$ cat src/rtl/core_types_pkg.sv
// Shared core types for the memory/writeback stage: execute payload,
// stage FSM states, access size decode and writeback port bundle.
package core_types_pkg;

    localparam int unsigned XLEN    = 32;
    localparam logic [6:0]  OP_LOAD = 7'b0000011;

    typedef struct packed {
        logic            valid;
        logic [XLEN-1:0] inst;
        logic [XLEN-1:0] result;
        logic [XLEN-1:0] mem_addr;
        logic [XLEN-1:0] store_data;
        logic [4:0]      rd;
        logic            reg_write;
        logic            mem_write;
    } execute_signals_t;

    typedef enum logic [1:0] {
        ST_IDLE = 2'd0,
        ST_REQ  = 2'd1,
        ST_WAIT = 2'd2,
        ST_WB   = 2'd3
    } mem_wb_state_e;

    typedef enum logic [1:0] {
        SIZE_BYTE = 2'b00,
        SIZE_HALF = 2'b01,
        SIZE_WORD = 2'b10
    } mem_size_e;

    typedef struct packed {
        logic            valid;
        logic            we;
        logic [4:0]      rd;
        logic [XLEN-1:0] data;
    } wb_signals_t;

    // Access width from funct3; the reserved encoding behaves as a word.
    function automatic mem_size_e decode_size(input logic [2:0] funct3);
        case (funct3[1:0])
            2'b00:   return SIZE_BYTE;
            2'b01:   return SIZE_HALF;
            default: return SIZE_WORD;
        endcase
    endfunction

    function automatic logic is_load(input logic [XLEN-1:0] inst);
        return inst[6:0] == OP_LOAD;
    endfunction

endpackage

$ cat src/rtl/mem_wb_stage_load_align.sv
// Load data alignment: picks the addressed lane of the read word and
// sign- or zero-extends it according to funct3.
module load_align
    import core_types_pkg::*;
(
    input  logic [31:0] rdata,
    input  logic [2:0]  funct3,
    input  logic [1:0]  offset,
    output logic [31:0] data_c
);

    logic [7:0]  byte_v;
    logic [15:0] half_v;

    // Lane select and extension; funct3[2] marks the unsigned variants.
    always_comb begin
        byte_v = rdata[{offset, 3'b000} +: 8];
        half_v = rdata[{offset[1], 4'b0000} +: 16];
        case (decode_size(funct3))
            SIZE_BYTE: data_c = funct3[2] ? {24'h0, byte_v} : {{24{byte_v[7]}}, byte_v};
            SIZE_HALF: data_c = funct3[2] ? {16'h0, half_v} : {{16{half_v[15]}}, half_v};
            default:   data_c = rdata;
        endcase
    end

endmodule

$ cat src/rtl/mem_wb_stage.sv
// Memory / writeback stage: issues data-memory requests for loads and
// stores, aligns load data, and drives the register-file writeback port.
// Optional feature macro: MEM_MISALIGN_TRAP_EN (misaligned accesses trap
// instead of being issued).
module mem_wb_stage
    import core_types_pkg::*;
#(
    parameter int unsigned TIMEOUT_CYCLES = 64
)(
    input  logic             clk_i,
    input  logic             rst_i,
    input  execute_signals_t ex_i,
    output logic             ex_ready_o,
    output logic             dmem_req_o,
    output logic             dmem_we_o,
    output logic [31:0]      dmem_addr_o,
    output logic [3:0]       dmem_be_o,
    output logic [31:0]      dmem_wdata_o,
    input  logic             dmem_gnt_i,
    input  logic             dmem_rvalid_i,
    input  logic [31:0]      dmem_rdata_i,
    output logic             wb_valid_o,
    output logic             wb_we_o,
    output logic [4:0]       wb_rd_o,
    output logic [31:0]      wb_data_o,
    output logic             bus_err_o
`ifdef MEM_MISALIGN_TRAP_EN
    ,
    output logic             misalign_o
`endif
);

    localparam int unsigned CNT_W = $clog2(TIMEOUT_CYCLES + 1);

    mem_wb_state_e    state_q, state_d;
    execute_signals_t cap_q;
    execute_signals_t txn;
    logic [CNT_W-1:0] cnt_q;
    logic [2:0]       funct3;
    logic [1:0]       offset;
    mem_size_e        size;
    logic             is_mem;
    logic             accept;
    logic             timeout_hit;
    logic             misalign_hit;
    logic [31:0]      load_data_c;
    logic             unused_txn;

    logic             ex_ready_d, req_d, we_d, bus_err_d;
    logic [31:0]      addr_d, wdata_d;
    logic [3:0]       be_d;
    wb_signals_t      wb_d, wb_q;

    // In IDLE the transaction is the one being offered; afterwards it is the captured copy.
    assign txn    = (state_q == ST_IDLE) ? ex_i : cap_q;
    assign funct3 = txn.inst[14:12];
    assign offset = txn.mem_addr[1:0];
    assign size   = decode_size(funct3);
    assign is_mem = is_load(txn.inst) || txn.mem_write;
    assign accept = (state_q == ST_IDLE) && ex_i.valid;
    assign unused_txn = ^{txn.valid, txn.inst[31:15], txn.inst[11:7]};

    // Out of budget on the last allowed cycle, unless the response lands on it.
    assign timeout_hit = (cnt_q == CNT_W'(TIMEOUT_CYCLES - 1)) &&
                         ((state_q == ST_REQ) || (state_q == ST_WAIT && !dmem_rvalid_i));

`ifdef MEM_MISALIGN_TRAP_EN
    assign misalign_hit = accept && is_mem &&
                          (((size == SIZE_HALF) && offset[0]) ||
                           ((size == SIZE_WORD) && (offset != 2'b00)));
`else
    assign misalign_hit = 1'b0;
`endif

    load_align u_load_align (
        .rdata  (dmem_rdata_i),
        .funct3 (funct3),
        .offset (offset),
        .data_c (load_data_c)
    );

    // State register.
    always_ff @(posedge clk_i or posedge rst_i) begin
        if (rst_i) state_q <= ST_IDLE;
        else       state_q <= state_d;
    end

    // Next-state logic.
    always_comb begin
        state_d = state_q;
        case (state_q)
            ST_IDLE: begin
                if (ex_i.valid) begin
                    if (misalign_hit) state_d = ST_IDLE;
                    else if (is_mem)  state_d = ST_REQ;
                    else              state_d = ST_WB;
                end
            end
            ST_REQ: begin
                if (timeout_hit)     state_d = ST_IDLE;
                else if (dmem_gnt_i) state_d = ST_WAIT;
            end
            ST_WAIT: begin
                if (dmem_rvalid_i)    state_d = is_load(txn.inst) ? ST_WB : ST_IDLE;
                else if (timeout_hit) state_d = ST_IDLE;
            end
            default: state_d = ST_IDLE;
        endcase
    end

    // Next output values, derived from the state being entered.
    always_comb begin
        ex_ready_d = (state_d == ST_IDLE);
        req_d      = 1'b0;
        we_d       = 1'b0;
        addr_d     = '0;
        be_d       = '0;
        wdata_d    = '0;
        wb_d       = '0;
        bus_err_d  = timeout_hit;
        if (state_d == ST_REQ) begin
            req_d  = 1'b1;
            we_d   = txn.mem_write;
            addr_d = {txn.mem_addr[31:2], 2'b00};
            case (size)
                SIZE_BYTE: begin
                    be_d    = 4'b0001 << offset;
                    wdata_d = {4{txn.store_data[7:0]}};
                end
                SIZE_HALF: begin
                    be_d    = 4'b0011 << {offset[1], 1'b0};
                    wdata_d = {2{txn.store_data[15:0]}};
                end
                default: begin
                    be_d    = 4'b1111;
                    wdata_d = txn.store_data;
                end
            endcase
        end
        if (state_d == ST_WB) begin
            wb_d.valid = 1'b1;
            wb_d.we    = txn.reg_write && (txn.rd != 5'd0);
            wb_d.rd    = txn.rd;
            wb_d.data  = is_load(txn.inst) ? load_data_c : txn.result;
        end
    end

    // Output registers.
    always_ff @(posedge clk_i or posedge rst_i) begin
        if (rst_i) begin
            ex_ready_o   <= 1'b1;
            dmem_req_o   <= 1'b0;
            dmem_we_o    <= 1'b0;
            dmem_addr_o  <= '0;
            dmem_be_o    <= '0;
            dmem_wdata_o <= '0;
            wb_q         <= '0;
            bus_err_o    <= 1'b0;
        end else begin
            ex_ready_o   <= ex_ready_d;
            dmem_req_o   <= req_d;
            dmem_we_o    <= we_d;
            dmem_addr_o  <= addr_d;
            dmem_be_o    <= be_d;
            dmem_wdata_o <= wdata_d;
            wb_q         <= wb_d;
            bus_err_o    <= bus_err_d;
        end
    end

    assign wb_valid_o = wb_q.valid;
    assign wb_we_o    = wb_q.we;
    assign wb_rd_o    = wb_q.rd;
    assign wb_data_o  = wb_q.data;

`ifdef MEM_MISALIGN_TRAP_EN
    // Misalignment trap pulse, one cycle after the offending accept.
    always_ff @(posedge clk_i or posedge rst_i) begin
        if (rst_i) misalign_o <= 1'b0;
        else       misalign_o <= misalign_hit;
    end
`endif

    // Capture the accepted execute payload.
    always_ff @(posedge clk_i or posedge rst_i) begin
        if (rst_i)       cap_q <= '0;
        else if (accept) cap_q <= ex_i;
    end

    // Cycles spent in REQ plus WAIT for the current access.
    always_ff @(posedge clk_i or posedge rst_i) begin
        if (rst_i)                                             cnt_q <= '0;
        else if (state_d == ST_REQ && state_q != ST_REQ)       cnt_q <= '0;
        else if (state_q == ST_REQ || state_q == ST_WAIT)      cnt_q <= cnt_q + CNT_W'(1);
        else                                                   cnt_q <= '0;
    end

endmodule

$ cat config.mk
export PLATFORM = sky130hd
export DESIGN_NAME = mem_wb_stage
export DESIGN_NICKNAME = d
export VERILOG_FILES = /design/src/rtl/core_types_pkg.sv /design/src/rtl/mem_wb_stage_load_align.sv /design/src/rtl/mem_wb_stage.sv
export SDC_FILE = /design/constraint.sdc
export NUM_CORES = 1
export LEC_CHECK = 0
export CAP_MARGIN = 30
export CORE_MARGIN = 4
export CORE_UTILIZATION = 35
export DETAILED_ROUTE_END_ITERATION = 10
export GPL_TIMING_DRIVEN = 1
export PLACE_DENSITY = 0.61
export SLEW_MARGIN = 5
export SYNTH_ARGS = -nofsm -noshare
export SYNTH_HDL_FRONTEND = slang
export SYNTH_HIERARCHICAL = 1
export SYNTH_SLANG_ARGS = --single-unit
$ cat constraint.sdc
create_clock -name clk_i -period 10.48 [get_ports clk_i]
set_input_delay 3.144 -clock clk_i [delete_from_list [all_inputs] [get_ports clk_i]]
set_output_delay 3.144 -clock clk_i [all_outputs]
set_load 0.03 [all_outputs]
-- After elaboration in Yosys (flattened, before gate mapping)
Index checks and enable logic that the tools add are counted.
- register bits after elaboration: 238
- latch bits: 0
- memory bits (writable): 0
- ROM bits: 0
- bits of input ports: 172
- output and inout bits: 111
- logic and storage cells: 72
- memories kept: 0
- add/sub/neg operators: 1
- $mul: 0
- div/mod/pow operators: 0
- $lt $le $gt $ge: 0
- eq/ne operators: 9
- shift-type cells: 4
- multiplexer cells: 24
- bitwise logic cells: 0
- reductions and logical operators: 14
- operators with widths (operator ; number):
    32-bit 2-to-1 mux ; 5
    32-bit one-hot mux with 2 select lines ; 2
    118-bit 2-to-1 mux ; 1
    39-bit 2-to-1 mux ; 1
    32-bit by 6-bit variable part select with 16-bit output ; 1
    32-bit by 6-bit variable part select with 8-bit output ; 1
    2-bit 2-to-1 mux ; 7
    7-bit 2-to-1 mux ; 2
    2-bit by 1-bit equality test with 1-bit output, second input constant ; 4
    2-bit zero test ; 4
    4-bit one-hot mux with 2 select lines ; 1
    7-bit by 1-bit adder with 7-bit output, second input constant ; 1
    7-bit by 2-bit equality test with 1-bit output, second input constant ; 1
    7-bit by 6-bit equality test with 1-bit output, second input constant ; 1
    2-bit one-hot mux with 3 select lines ; 1
    1-bit logical AND ; 5
    5-bit nonzero test ; 1
    2-bit equality test, second input constant ; 2
    4-bit 2-to-1 mux ; 1
    2-bit one-hot mux with 2 select lines ; 1
    1-bit by 2-bit << shifter with 4-bit output, first input constant ; 1
    2-bit by 2-bit << shifter with 4-bit output, first input constant ; 1
    1-bit logical OR ; 3
    1-bit 2-to-1 mux ; 2
    other kinds (2) ; 2

-- Logic depth before layout (Yosys ltp)
Gate-level depths: netlist of run 1.
- depth in word-level cells: 10
- mapped depth: 18
- mapped depth without buffers: 11

-- By module
Netlist of run 1, hierarchy kept.
- modules (own cells, without submodules) (module ; instances ; cells an instance ; area an instance (um^2) ; seq. area each (um^2)):
    mem_wb_stage ; 1 ; 802 ; 10094.7 ; 5781.8
    load_align ; 1 ; 127 ; 748.2 ; 0.0

-- Least setup slack after synthesis of run 1
OpenSTA, ideal clock, no wires.
- path type: input -> register
- start point: in ex_i[116] (netlist bit)
- end point: reg wb_q (netlist bit wb_data_o[16])
- library setup time: 138 ps
- arrival: 5131 ps
- required time: 10342 ps
- setup slack: 5211 ps
- cell stages on the path: 12
- buffers on the path: 5
- cell sequence: nand2_1 -> and2_1 -> buf_2 -> inv_1 -> clkbuf_1 -> buf_2 -> or2_2 -> clkbuf_1 -> buf_2 -> a21oi_2 -> o21ai_0 -> a211oi_1
- RTL lines (what ; line ; source):
    start: declaration ; mem_wb_stage.sv:12 ; input execute_signals_t ex_i,
    end signal: assignment ; mem_wb_stage.sv:166 ; wb_q <= wb_d;
    end: declaration ; mem_wb_stage.sv:52 ; wb_signals_t wb_d, wb_q;

==> results of run 1 <==
-- sequential cells by signal (all words and copies together), names as in the netlist --
name	flops
ex_ready_o	1
dmem_we_o	1
wb_data_o	32
state_q	2
dmem_req_o	1
wb_we_o	1
bus_err_o	1
wb_valid_o	1
dmem_addr_o	30
wb_rd_o	5
dmem_be_o	4
dmem_wdata_o	32
cnt_q	7
cap_q	113
-- through the flow --
step           area (µm²)  util [%]
6_report            14590     47.69
5_1_grt             14590     47.69
4_1_cts             14560     47.59
3_5_place_dp        13650     44.63
3_3_place_gp        13640     44.58
2_1_floorplan       10850         -
-- worst max-delay path, stage by stage --
cell,delay (ps)
clkdlybuf4s50_1,420
nand2_1,290
and2_1,440
clkinv_1,660
buf_4,500
or2_2,550
nor2_2,430
a221o_1,240
o21ai_0,100
a211oi_1,220
-- layout make-up --
type	count	area (µm²)
well taps	396	495.5
repair buffers	272	2715
inverters	9	41.29
fillers	2853	16000
clock buffers	32	714.4
flip-flops and latches	231	5782
multi-input cells	613	4647
clock inverters	15	190.2
diodes	1	2.502
-- logic make-up (layout without fill, tap and decap cells) --
logic type / after synthesis / after routing / share of synthesized area (%)
fa+ha+maj: 5 / 5 / 0.5770
simple gates: 208 / 208 / 9.185
xor+xnor: 4 / 4 / 0.3232
compound gates: 183 / 183 / 11.54
buf+inv: 86 / 328 / 4.050
mux: 211 / 211 / 20.97
other cells: 1 / 3 / 0.03458
flops: 231 / 231 / 53.32
-- per-layer routing --
layer  vias up  routed length (µm)
li1       3762                   -
met1      3991               13200
met2       210               15120
met3        60                1916
met4         6                 920
met5         -                  39
-- where the power goes --
part           total [mW]  switching (mW)  internal (mW)
logic                2.25            1.28          0.971
clock network       0.964           0.381          0.584
registers            1.42           0.153           1.27
-- worst max-delay path by stage --
| stage | endpoint | start | slack [ps] | depth (start not counted) |
|---|---|---|---|---|
| 2_1_floorplan | bus_err_o | rst_i | 1000 | 1 |
| 3_3_place_gp | wb_data_o[31] | ex_i[116] | 3370 | 11 |
| 3_5_place_dp | wb_data_o[31] | ex_i[116] | 3410 | 11 |
| 4_1_cts | wb_data_o[31] | ex_i[116] | 3960 | 11 |
| 5_1_grt | wb_data_o[31] | ex_i[116] | 3670 | 11 |
| 6_report | wb_data_o[8] | ex_i[116] | 3880 | 10 |
-- layout by cell type (no fill, tap or decap), types with 2 or more instances in the layout --
master / synthesis / final
mux2i_1: 85 / 85
nand2_1: 71 / 71
bufinv_16: 0 / 4
a221o_1: 8 / 8
a21oi_2: 17 / 17
a22oi_1: 8 / 8
ha_1: 5 / 4
nand3_1: 35 / 35
a22o_1: 2 / 2
dfrtp_1: 230 / 230
a211oi_1: 62 / 62
clkinvlp_4: 0 / 3
nand4_2: 2 / 2
nand2b_1: 12 / 12
a21oi_1: 15 / 15
nor2_1: 58 / 58
clkinv_2: 0 / 6
nor3_1: 2 / 2
mux2_2: 125 / 125
or2_2: 2 / 2
o21a_1: 3 / 3
clkdlybuf4s50_1: 0 / 258
and2_1: 11 / 11
nor2b_1: 4 / 4
o22ai_1: 8 / 8
xnor2_1: 2 / 2
clkbuf_1: 28 / 3
o21ai_0: 52 / 52
clkbuf_8: 0 / 2
conb_1: 1 / 2
inv_1: 8 / 6
xor2_1: 2 / 2
clkbuf_16: 0 / 27
buf_4: 6 / 12
nor2_2: 2 / 2
==> reports/metrics.yaml, run 1 <==
cts:
  path_clk_slew_ps: 60
  cts_tree: "done"
  cts_inserted_buffers: 26
  cts_buffer_depth: 3
  clock-sinks: 231
  cts_resized: 0
  cts_root_buf: "clkbuf_16"
  cts_hold_buf: 0
  clock_latency_ps: 530
  htree_num_levels: 1
  post_cts_buffers: 0
setup_path:
  r2r_end: "wb_data_o[8]"
  arrival_ps: 7030
  cp_max_fo: 38
  rr_startpoint: "state_q[0]"
  cp-start-kind: "input port"
  reg2reg_setup_slack_ps: 5670
  critical_path_class: "input port to flop"
  critical_path_required_ps: 10910
  crit_path_end_kind: "flop"
  r2r_cells: 11
floorplan:
  num_rows: 64
  dieWidth_um: 184.0
  io_pins: 283
  die_height_um: 184.0
  initial_core_util_pct: 35.45
  dieArea_um2: 33860
  core_um2: 30590
sta:
  period_share_pct: 62.99
  finClkSkew_ps: 11.92
  setup-tns-final_ps: 0
  timing.fmax_mhz: 151.5
  timing.hold.ws_ps: 500.7
  finalMaxSlewViolations: 0
  rsz0062_at_grt: "no"
  finalHoldViolCount: 0
  finalSetupViolCount: 0
  worst_slack_ps: 3878
  tightest_slew_ps: 951.2
  period_needed_ps: 6602
  slew_headroom_pct: 36.59
logic_synthesis:
  syn_avg_cell_area_um2: 11.67
  yosysSeqAreaShare_pct: 53.32
  netlist_instances: 929
  yosysTopAreaCell: "dfrtp_1"
  netlist_top_cells_count: "dfrtp_1, mux2_2, mux2i_1"
  synth_flop_cell: "dfrtp_1"
  yosysMostFrequentCell: "dfrtp_1"
  ys_top_cells_by_area: "dfrtp_1, mux2_2, mux2i_1"
  synth_cell_types: 52
  syn_area_um2: 10840
  ys_seq_elements: 231
  ys_warn_count: 6
  synth_edf_count: 0
  synth.top_cell.area_share_pct: 53.08
  async_reset_ff_share_pct: 100.0
worst_hold_path:
  hold_class: "flop to flop"
  hold_end: "cap_q[75]"
  hold_start: "cap_q[75]"
  worstHoldPathCells: 1
global_route:
  overflow: 0
  met2_usage_pct: 30.06
  grt_start_max_net_pins: 114
  antenna_found_initial: 4
  met1_usage_pct: 23.89
  grt_pass1_vias: 8296
  grt_busiest_layer: "met2"
  grt_usage_pct: 18.12
  grt_pass1_wl_mm: 48.80
  grt_use_met3_pct: 4.353
pwr:
  p_per_area_nw_per_um2: 317.8
  p_total_mw: 4.635
  p_leak_nw: 6.348
  peakVddDrop_mv: 0.1583
placed_design:
  dp_hpwl_mm: 20.73
  dp_slack_ps: 3406
  io_buffers: 258
  routabilityCongestion: 0.8287
  dp.cells: 1520
detailed_routing:
  drc: 0
  routed_wl_mm: 31.19
  postRouteAntennaNets: 0
  vias: 8029
  wire_per_inst_um: 19.88
  drtIter0Drc: 409
  vias_per_cell: 5.117
  firstDrtPassIters: 7
cells_and_area:
  final_cells: 1569
  nNetsFinal: 1330
  drive_gt1_share_pct: 18.77
  area_delta_synth_final_pct: 34.54
status:
  status: "finished, final reports clean"
job:
  cap_viol_max_count: 0
No activity file was read; power rests on OpenSTA's default activity.
==> run 2: changes to the inputs <==
--- a/config.mk
+++ b/config.mk
@@ -10,7 +10,7 @@
 export CORE_UTILIZATION = 35
 export DETAILED_ROUTE_END_ITERATION = 10
 export GPL_TIMING_DRIVEN = 1
-export PLACE_DENSITY = 0.61
+export PLACE_DENSITY = 0.63
 export SLEW_MARGIN = 5
 export SYNTH_ARGS = -nofsm -noshare
 export SYNTH_HDL_FRONTEND = slang
==> constraint.sdc (replaced) <==
create_clock -name clk_i -period 5.31 [get_ports clk_i]
set_input_delay 1.593 -clock clk_i [delete_from_list [all_inputs] [get_ports clk_i]]
set_output_delay 1.593 -clock clk_i [all_outputs]
set_load 0.03 [all_outputs]
==> reports/metrics.yaml, run 2 (same netlist as run 1, synthesis figures left out) <==
global_route:
  grt_pass1_wl_mm: 47.56
  grt_usage_pct: 17.64
  antenna_found_initial: 2
  overflow: 0
  grt_pass1_vias: 8084
  grt_start_max_net_pins: 72
floorplan:
  io_pins: 283
  die_height_um: 184.0
  num_rows: 64
  dieWidth_um: 184.0
  core_um2: 30590
  initial_core_util_pct: 35.45
  dieArea_um2: 33860
detailed_routing:
  wire_per_inst_um: 19.52
  postRouteAntennaNets: 0
  vias_per_cell: 5.101
  routed_wl_mm: 30.81
  drc: 0
  drtIter0Drc: 642
  firstDrtPassIters: 9
  vias: 8049
worst_hold_path:
  hold_class: "flop to flop"
setup_path:
  critical_path_required_ps: 5700
  crit_slowest_cell: "and2_1"
  critical_path_class: "input port to flop"
  slowest_delay_ps: 690
  r2r_cells: 10
  critPathBufInv: 2
  path_delay_family: "buffers and inverters"
  endpoint: "wb_data_o[28]"
  cp_max_fo: 21
  rr_startpoint: "state_q[1]"
  reg2reg_setup_slack_ps: 1580
  arrival_ps: 4420
  crit_start: "ex_i[40]"
  worstPathCellList: "clkdlybuf4s50_1 -> mux2i_1 -> inv_1 -> mux2_2 -> a22oi_4 -> and2_1 -> a21oi_1 -> o21ai_0 -> a211oi_1"
  cp.depth: 9
  crit_path_end_kind: "flop"
  cp-start-kind: "input port"
  r2r_end: "dmem_wdata_o[1]"
cts:
  cts_inserted_buffers: 27
  path_clk_slew_ps: 60
  cts_root_buf: "clkbuf_16"
  cts_buffer_depth: 3
  clock-sinks: 231
  cts_hold_buf: 0
  post_cts_buffers: 0
  clock_latency_ps: 540
  htree_num_levels: 1
  cts_resized: 0
  cts_tree: "done"
placed_design:
  dp_slack_ps: 762.5
  dp_hpwl_mm: 21.24
  io_buffers: 258
  routabilityCongestion: 0.8665
  place_area_um2: 13760
  dp.cells: 1528
sta:
  finalMaxSlewViolations: 0
  setup-tns-final_ps: 0
  slew_headroom_pct: 45.43
  timing.hold.ws_ps: 498.0
  finalHoldViolCount: 0
  tightest_slew_ps: 818.5
  finClkSkew_ps: 12.55
  period_share_pct: 76.03
  timing.fmax_mhz: 247.7
  rsz0062_at_grt: "no"
  worst_slack_ps: 1273
  finalSetupViolCount: 0
  period_needed_ps: 4037
cells_and_area:
  multi_input_area_um2: 4656
  final_cells: 1578
  final_cell_mix: "clkdlybuf4s50_1, dfrtp_1, mux2_2"
  nNetsFinal: 1338
  area_delta_synth_final_pct: 34.91
  final_cell_area_um2: 14630
  register_area_um2: 5782
  largest_reg_flops: 113
  fillers: 2819
  drive_gt1_share_pct: 18.90
  final_common_cell: "clkdlybuf4s50_1"
  fin_util_pct: 47.82
  top_register: "cap_q"
status:
  status: "finished, final reports clean"
pwr:
  p_leak_nw: 6.363
  p_total_mw: 9.097
  p_per_area_nw_per_um2: 621.9
  peakVddDrop_mv: 0.3258
job:
  cap_viol_max_count: 0
run 2: cell count changes in the layout (fill, tap and decap cells not counted), sizes merged:
cell and change:
clkinv -2, bufinv -2, diode +1, clkbuf +7
inv -1, clkinvlp -1, buf +7
run 2: cell type report:
class	count	share of cell area [%]
flip-flops and latches	231	39.53
multi-input cells	613	31.83
repair buffers	279	19.07
clock buffers	39	5.201
well taps	396	3.387
clock inverters	9	0.6928
inverters	9	0.2566
diodes	2	0.03421
run 2: worst register-to-register path: cells and delay by family, from the launching register on:
| kind | cells | cell delay, ps |
|---|---|---|
| DFF | 1 | 440 |
| AOI/OAI and AO/OA | 1 | 180 |
| buffers and inverters | 4 | 1520 |
| and+or+nand+nor | 4 | 1020 |
| adders and majority gates | 1 | 510 |
run 2: report_power, final:
part / total [mW] / switching (mW) / internal (mW)
registers: 2.80 / 0.304 / 2.50
clock network: 1.81 / 0.724 / 1.09
logic: 4.48 / 2.54 / 1.95
run 2: how the worst min path moves through the flow:
stage                     slack, ps   endpoint       from  depth (start not counted)
after floorplan                 470   cap_q[1]   cap_q[1]                          1
after CTS                       500   cap_q[1]   cap_q[1]                          1
final                           500   cap_q[1]   cap_q[1]                          1
after detailed placement        490   cap_q[1]   cap_q[1]                          1
after global placement          480  cap_q[39]  cap_q[39]                          1
after global routing            510  cap_q[55]  cap_q[55]                          1
run 2: routing by layer:
metal	GRT usage (%)	routed length, µm	vias to the layer above
li1	-	-	3781
met1	23.37	12590	3938
met2	29.03	15040	283
met3	4.472	2416	47
met4	4.555	760	0
met5	0	0	-
==> run 3: changes to the inputs <==
==> constraint.sdc (replaced) <==
create_clock -name clk_i -period 3.5 [get_ports clk_i]
set_input_delay 1.05 -clock clk_i [delete_from_list [all_inputs] [get_ports clk_i]]
set_output_delay 1.05 -clock clk_i [all_outputs]
set_load 0.03 [all_outputs]
==> reports/metrics.yaml, run 3 (same netlist as run 1, synthesis figures left out) <==
cells_and_area:
  area_delta_synth_final_pct: 37.21
  top_register: "cap_q"
  final_cells: 1597
  fillers: 2731
  final_cell_mix: "clkdlybuf4s50_1, dfrtp_1, mux2_2"
  nNetsFinal: 1354
  drive_gt1_share_pct: 20.45
  largest_reg_flops: 113
  final_cell_area_um2: 14880
  final_common_cell: "clkdlybuf4s50_1"
global_route:
  grt_pass1_vias: 8389
  antenna_found_initial: 4
  grt_pass1_wl_mm: 48.33
  grt_start_max_net_pins: 60
  grt_usage_pct: 17.91
  overflow: 0
floorplan:
  dieWidth_um: 184.0
  initial_core_util_pct: 35.45
  die_height_um: 184.0
  io_pins: 283
  dieArea_um2: 33860
  num_rows: 64
  core_um2: 30590
worst_hold_path:
  hold_class: "flop to flop"
  hold_start: "cap_q[78]"
pwr:
  p_leak_nw: 6.498
  switching_power_mw: 5.476
  peakVddDrop_mv: 0.4350
  combPwrFrac_pct: 49.2
  clockPowerShare_pct: 20.7
  switching_share_pct: 38.62
  seq_power_share_pct: 30.1
  p_per_area_nw_per_um2: 953.1
  p_int_mw: 8.704
cts:
  post_cts_buffers: 0
  cts_resized: 0
  cts_inserted_buffers: 27
  cts_buffer_depth: 3
  cts_root_buf: "clkbuf_16"
  clock-sinks: 231
  cts_tree: "done"
  htree_num_levels: 1
  cts_hold_buf: 0
  clock_latency_ps: 530
  path_clk_slew_ps: 60
placed_design:
  dp_hpwl_mm: 21.98
  dp.cells: 1544
  io_buffers: 258
  routabilityCongestion: 0.8667
  place_area_um2: 13930
detailed_routing:
  vias_per_cell: 5.096
  wire_per_inst_um: 19.58
  drc: 0
  routed_wl_mm: 31.26
  postRouteAntennaNets: 0
  vias: 8139
  firstDrtPassIters: 5
  drtIter0Drc: 478
setup_path:
  critical_path_required_ps: 3920
  crit_start: "ex_i[116]"
  arrival_ps: 3290
  critical_path_class: "input port to flop"
  crit_path_end_kind: "flop"
  rr_startpoint: "state_q[1]"
  cp-start-kind: "input port"
  cp_max_fo: 16
status:
  status: "finished, final reports clean"
job:
  cap_viol_max_count: 0
sta:
  finalHoldViolCount: 0
  timing.hold.ws_ps: 500.6
  slew_headroom_pct: 33.64
  timing.fmax_mhz: 348.1
  finalSetupViolCount: 0
  rsz0062_at_grt: "no"
  finalMaxSlewViolations: 0
  tightest_slew_ps: 995.5
  period_share_pct: 82.07
  finClkSkew_ps: 16.62
  period_needed_ps: 2872
-- run 3: cell types whose count changed in the layout (fill, tap and decap cells not counted), sizes merged --
cell,delta
buf,+16
clkinvlp,+1
bufinv,+1
diode,+1
-- run 3: per-layer routing --
| metal | wire [µm] | up-vias | track usage [%] | share of wire, % |
|---|---|---|---|---|
| met5 | 20 | - | 0 | 0.064 |
| li1 | - | 3816 | - | - |
| met4 | 868 | 2 | 5.383 | 2.8 |
| met3 | 2130 | 54 | 4.155 | 6.8 |
| met2 | 15200 | 254 | 29.70 | 49 |
| met1 | 13040 | 4013 | 23.47 | 42 |
-- run 3: area by class of cell --
class / count / area (µm²) / share of cell area (%)
flip-flops and latches: 231 / 5782 / 38.86
multi-input cells: 613 / 4656 / 31.29
repair buffers: 295 / 2960 / 19.90
clock buffers: 39 / 800.8 / 5.382
well taps: 396 / 495.5 / 3.330
clock inverters: 11 / 138.9 / 0.9335
inverters: 9 / 37.54 / 0.2523
diodes: 3 / 7.507 / 0.05046
-- run 3: worst paths after layout --
path | endpoint | slack, ps | depth (start not counted)
max in group asynchronous | dmem_addr_o[28] | 1740 | 3
min in group asynchronous | dmem_addr_o[19] | 960 | 2
worst max register to register | wb_data_o[26] | 630 | 12
worst min-delay path | cap_q[78] | 500 | 1
worst min register to register | cap_q[78] | 500 | 1
worst max-delay path | wb_data_o[26] | 630 | 11
-- run 3: through the flow --
| stage | setup slack (ps) | utilization (%) | setup TNS [ps] | total power, mW |
|---|---|---|---|---|
| after floorplan | -571.1 | - | -131360 | 9.087 |
| final | 627.6 | 48.64 | 0 | 14.18 |
| after CTS | 619.8 | 48.61 | 0 | 14.36 |
| after global routing | 378.1 | 48.64 | 0 | 15.08 |
| after detailed placement | 126.4 | 45.54 | 0 | 11.35 |
| after global placement | 195.5 | 45.54 | 0 | 11.23 |
-- run 3: worst max-delay path: stages --
cell and delay [ps]:
clkdlybuf4s50_1 420, nand2_1 80, and2_1 150, clkinv_1 240
nor3_1 400, a22oi_4 140, and2_1 180, buf_12 160
a21oi_1 110, o21ai_0 100, a211oi_1 260
-- run 3: power groups by stage --
stage	combinational, mW	clock [mW]	sequential, mW
2_1_floorplan	4.04	0	5.05
3_3_place_gp	6.96	0	4.28
3_5_place_dp	7.04	0	4.31
4_1_cts	7.07	3.02	4.27
5_1_grt	7.56	3.13	4.39
6_report	6.98	2.93	4.27
